### config.mk
export PLATFORM = sky130hd
export DESIGN_NAME = usb_led_ctrl_flat
export DESIGN_NICKNAME = d
export VERILOG_FILES = /design/src/rtl/usb_led_ctrl_if.sv /design/src/rtl/usb_led_ctrl.sv /design/src/flat_wrapper.sv
export SDC_FILE = /design/constraint.sdc
export NUM_CORES = 1
export LEC_CHECK = 0
export CAP_MARGIN = 0
export CORE_UTILIZATION = 60
export CTS_BUF_LIST = sky130_fd_sc_hd__clkbuf_8
export CTS_CLUSTER_SIZE = 10
export DETAILED_ROUTE_END_ITERATION = 7
export HOLD_SLACK_MARGIN = 0.06
export PLACE_DENSITY = 0.83
export SYNTH_ARGS = -nofsm -noshare
export SYNTH_HDL_FRONTEND = slang
export SYNTH_SLANG_ARGS = --single-unit
### constraint.sdc
create_clock -name clk_i -period 2.1 [get_ports clk_i]
set_input_delay 0.21 -clock clk_i [delete_from_list [all_inputs] [get_ports clk_i]]
set_output_delay 0.21 -clock clk_i [all_outputs]
set_load 0.05 [all_outputs]
### src/rtl/usb_led_ctrl_if.sv
// Signal bundle between the SoC top and the status-LED / wake-window controller.
// The controller takes the slave modport; the SoC top (or a bench) drives the master side.
interface usb_led_ctrl_if;
   logic       sleep_i;
   logic       pu_i;
   logic       act_i;
   logic [1:0] mode_i;
   logic       led_o;
   logic       awake_o;

   modport master (
      output sleep_i, pu_i, act_i, mode_i,
      input  led_o, awake_o
   );

   modport slave (
      input  sleep_i, pu_i, act_i, mode_i,
      output led_o, awake_o
   );
endinterface

### src/rtl/usb_led_ctrl.sv
// Status-LED and wake-window controller: uptime counter with sleep-gated reload,
// activity stretcher, heartbeat divider and a mode-selected registered LED drive.
module usb_led_ctrl #(
   parameter int unsigned CNT_W       = 21,
   parameter int unsigned SYNC_STAGES = 2,
   parameter int unsigned ACT_W       = 16,
   parameter int unsigned HB_W        = 22
) (
   input  logic          clk_i,
   input  logic          rstn_i,
   usb_led_ctrl_if.slave bus
);

   // 7 * 2^(CNT_W-4): the three bits just below the MSB set, MSB clear.
   localparam logic [CNT_W-1:0] RELOAD = {1'b0, 3'b111, {(CNT_W-4){1'b0}}};

   logic [SYNC_STAGES-1:0] sync_q, sync_d;
   logic [CNT_W-1:0]       cnt_q, cnt_d;
   logic [ACT_W-1:0]       act_cnt_q, act_cnt_d;
   logic [HB_W-1:0]        hb_q, hb_d;
   logic [1:0]             mode_q;
   logic                   led_q, led_d;
   logic                   slp;
   logic                   act;

   generate
      if (SYNC_STAGES == 1) begin : g_sync1
         assign sync_d = bus.sleep_i;
      end else begin : g_syncn
         assign sync_d = {bus.sleep_i, sync_q[SYNC_STAGES-1:1]};
      end
   endgenerate

   assign slp = sync_q[0];
   assign act = (act_cnt_q != '0);

   always_comb begin
      cnt_d = cnt_q;
      if (!cnt_q[CNT_W-1]) begin
         cnt_d = cnt_q + 1'b1;
      end else if (!slp) begin
         cnt_d = RELOAD;
      end
   end

   // A new pulse always restarts the stretch, even mid-countdown.
   always_comb begin
      act_cnt_d = act_cnt_q;
      if (bus.act_i) begin
         act_cnt_d = '1;
      end else if (act) begin
         act_cnt_d = act_cnt_q - 1'b1;
      end
   end

   assign hb_d = hb_q + 1'b1;

   always_comb begin
      led_d = 1'b0;
      case (mode_q)
         2'd0:    led_d = ~bus.pu_i | ~cnt_q[CNT_W-1];
         2'd1:    led_d = ~bus.pu_i | act;
         2'd2:    led_d = bus.pu_i ? hb_q[HB_W-1] : 1'b1;
         default: led_d = 1'b0;
      endcase
   end

   always_ff @(posedge clk_i or negedge rstn_i) begin
      if (!rstn_i) begin
         sync_q    <= '0;
         cnt_q     <= '0;
         act_cnt_q <= '0;
         hb_q      <= '0;
         mode_q    <= '0;
         led_q     <= 1'b1;
      end else begin
         sync_q    <= sync_d;
         cnt_q     <= cnt_d;
         act_cnt_q <= act_cnt_d;
         hb_q      <= hb_d;
         mode_q    <= bus.mode_i;
         led_q     <= led_d;
      end
   end

   assign bus.led_o   = led_q;
   assign bus.awake_o = ~cnt_q[CNT_W-1];

endmodule

### src/flat_wrapper.sv
// flat-port wrapper written by rule: the top's interface ports become plain ports
module usb_led_ctrl_flat 
#(
   parameter int unsigned CNT_W       = 21,
   parameter int unsigned SYNC_STAGES = 2,
   parameter int unsigned ACT_W       = 16,
   parameter int unsigned HB_W        = 22
)
  (clk_i, rstn_i, bus_sleep_i, bus_pu_i, bus_act_i, bus_mode_i, bus_led_o, bus_awake_o);
  usb_led_ctrl_if bus_i ();
  input  logic clk_i;
  input  logic rstn_i;
  input wire logic [$bits(bus_i.sleep_i)-1:0] bus_sleep_i;
  input wire logic [$bits(bus_i.pu_i)-1:0] bus_pu_i;
  input wire logic [$bits(bus_i.act_i)-1:0] bus_act_i;
  input wire logic [$bits(bus_i.mode_i)-1:0] bus_mode_i;
  output wire logic [$bits(bus_i.led_o)-1:0] bus_led_o;
  output wire logic [$bits(bus_i.awake_o)-1:0] bus_awake_o;
  assign bus_i.sleep_i = bus_sleep_i;
  assign bus_i.pu_i = bus_pu_i;
  assign bus_i.act_i = bus_act_i;
  assign bus_i.mode_i = bus_mode_i;
  assign bus_led_o = bus_i.led_o;
  assign bus_awake_o = bus_i.awake_o;
  usb_led_ctrl #(.CNT_W(CNT_W), .SYNC_STAGES(SYNC_STAGES), .ACT_W(ACT_W), .HB_W(HB_W)) u_core (.clk_i(clk_i), .rstn_i(rstn_i), .bus(bus_i));
endmodule
==> metrics.txt <==
count of inserted antenna diode cells 0; DR iter-0 viols 114; Crit path largest cell delay 0.41 ns; wire length of the first global-routing pass 9.63 mm; Die Footprint 5420 um^2; Worst Slack Setup Final 0.195 ns; die width 73.6 um; TNS Setup 0 ns; Top Family by Delay on Critical Path simple AND/OR/NAND/NOR gates; cell type contributing the most total cell area after synthesis dfrtp_1; Gate Count Post-Synth 283; class of the most critical hold timing path input pin to flip-flop; number of nets with antenna violations after detailed routing 0; placed instance count 353; number of antenna violations at the first check in global routing 0; core region area 4820 um^2; share of post-route cells with drive strength above 1 13.5%; proportion of synthesized chip area in sequential cells 52.1%; most frequently used flop master after synthesis dfrtp_1; Worst Tran Pin Value 0.645 ns; half-perimeter wire length of the detailed placement result 3.80 mm; Post-Route Hold Slack 0.324 ns; Slew HR 56.6%; fraction of synthesized cell area taken by the top area cell type 51.2%; final cell count without fillers 370; Lkg Pwr 1.40 nW; fin util 71.9%; Warnings, synthesis 0; most frequent cells after synthesis dfrtp_1 (63), nand2_1 (30), nand3_1 (23); Power per Cell Area 728 nW/um^2; placement-stage cell area 3220 um^2; CTS tree built; cell with the biggest individual delay on the critical path dfrtp_1; grt total ovfl 0; Worst Setup Path Type flip-flop to flip-flop; final instance area 3470 um^2; routed len/inst 15.4 um; unrepaired setup endpoints after global routing false; clock period minus final worst setup slack 1.91 ns; net total in the final layout 308; post-synthesis sequential element count 64; Starting Density 63.9%; worst path arrival time 2.11 ns; Vert. Die Dim 73.6 um; final setup violating endpoints 0; maximum level of the CTS H-tree 3; worst skew pair latency 0.34 ns; max-slew violation count 0; CTS clock-pin slew for the worst setup and hold paths 0.08 ns; Max Root-Sink Buffers 2; number of vias per cell after detailed routing 5.88; Fin. Hold Viols 0; cell row count 25; Critical Path End Type flip-flop; register-to-register setup slack 0.19 ns; Routed met1 length 2.65 mm; most area-consuming cells after synthesis dfrtp_1 (51%), xnor2_1 (5.1%), nand3_1 (3.7%), nand2_1 (3.7%), mux2i_1 (3.6%); Post-Place Setup Slack 0.103 ns; number of flops mapped to enable cells by yosys 0; met3 routed wirelength 151 um; routed via count 2,177; Port Buf Inserts 8; most numerous cell in the Yosys netlist dfrtp_1; total power draw 2.52 mW; routability congestion estimate from global placement 0.819; setup skew after layout 0.00755 ns; gr usage total 24.2%; result of the run completed; maximum number of pins on one net before global-route repair 65; synthesized netlist net count 293; maximum capacitance violations 0; DRT Pass-1 Iters 4; Highest Clock Rate 525 MHz; total clock sinks 64; number of I/O pins 9; vias in the first global route 2,140; layout overhead on the synthesized area 12.6%; Routed Wire Length 5.69 mm; final critical-path share of the clock period 90.7%; Met2 Wirelength 2.82 mm; WP buf/inv 1; clock buffer count from CTS 9; Required @ worst endpoint 2.31 ns; Post-synth ARST share 100%; post-synthesis instance area 3080 um^2; clock tree root buffer cell clkbuf_8; worst IR drop on VDD 0.494 mV; critical path, cell by cell inv_1 -> ha_1 -> nor4b_1 -> and4_2 -> nor3_1 -> or3b_1; Avg Cell Area, Syn 10.9 um^2; highest net fanout along the worst path 11; kind of start point of the critical path flip-flop; number of remaining DRC errors 0; highest metal used met4; distinct cell type count of the synthesized netlist 52
[flip-flops by register name, indices dropped and copies added, names as in the netlist]
signal,count
u_core.sync_q,2
u_core.cnt_q,21
u_core.act_cnt_q,16
u_core.bus.led_o,1
u_core.hb_q,22
u_core.mode_q,2
[power by group]
group	switching (mW)	internal, mW	leakage [nW]
clock network	0.494	0.704	0.109
registers	0.00935	1.24	0.773
logic	0.0456	0.0267	0.516
total	0.549	1.97	1.40
[worst register-to-register path: cells and delay by family (launching register included)]
family / cells / cell delay (ns)
fa+ha+maj: 1 / 0.21
buf+inv: 1 / 0.10
flops: 1 / 0.41
simple gates: 4 / 1.07
[per-layer routing]
layer | track usage [%] | up-vias
li1 | - | 1065
met1 | 30.5 | 1081
met2 | 39.1 | 24
met3 | 5.90 | 7
met4 | 11.8 | 0
met5 | 0 | -
[worst paths after layout]
kind,from,to,depth (start not counted)
setup / recovery,u_core.act_cnt_q[0]$_DFFE_PN0P_,u_core.act_cnt_q[5]$_DFFE_PN0P_,6
hold / removal,bus_sleep_i,u_core.sync_q[1]$_DFF_PN0_,1
setup reg to reg,u_core.act_cnt_q[0]$_DFFE_PN0P_,u_core.act_cnt_q[5]$_DFFE_PN0P_,6
hold reg to reg,u_core.sync_q[1]$_DFF_PN0_,u_core.sync_q[0]$_DFF_PN0_,0
max in group asynchronous,rstn_i,u_core.bus.led_o$_DFF_PN1_,3
min in group asynchronous,rstn_i,u_core.act_cnt_q[7]$_DFFE_PN0P_,3
[layout make-up]
type	instances	area, um^2
tap	67	83.8
multi-input combinational	204	1400
fill	353	1350
clock inverter	6	92.6
clock buffer	10	138
inverter	8	30.0
sequential	64	1600
timing repair buffer	11	115
[cells in the final DEF (no fill, tap or decap), types with 4 or more instances in the layout]
master and instances:
dfrtp_1 63, nand2_1 30, nand3_1 23, xnor2_1 18
mux2i_1 11, nor2_1 10, o21ai_0 10, clkbuf_8 10
nor3_1 9, inv_1 7, nand4_1 7, or3_1 7
nand2b_1 6, clkdlybuf4s50_1 6, o31ai_1 5, o211ai_2 5
and3_1 4, xor2_1 4, nor4_1 4
[cells by family (layout without fill, tap and decap cells)]
logic type,count (synthesis),count (layout),synth area share (%)
AOI/OAI and AO/OA,43,43,10.7
muxes,12,12,3.94
buffers and inverters,15,35,2.32
DFF,64,64,52.1
and+or+nand+nor,124,124,23.5
adders and majority gates,3,3,1.22
xor gates and xnor gates,22,22,6.26
[timing repair]
item                                    4_1_cts  5_1_grt
endpoints found under the setup margin        0        2
hold buffers                                  1        0
resized for setup                             0        2
hold endpoints to repair                     63        0
buffers inserted                              0        0
Note: power is estimated with default switching activity, not from simulation.
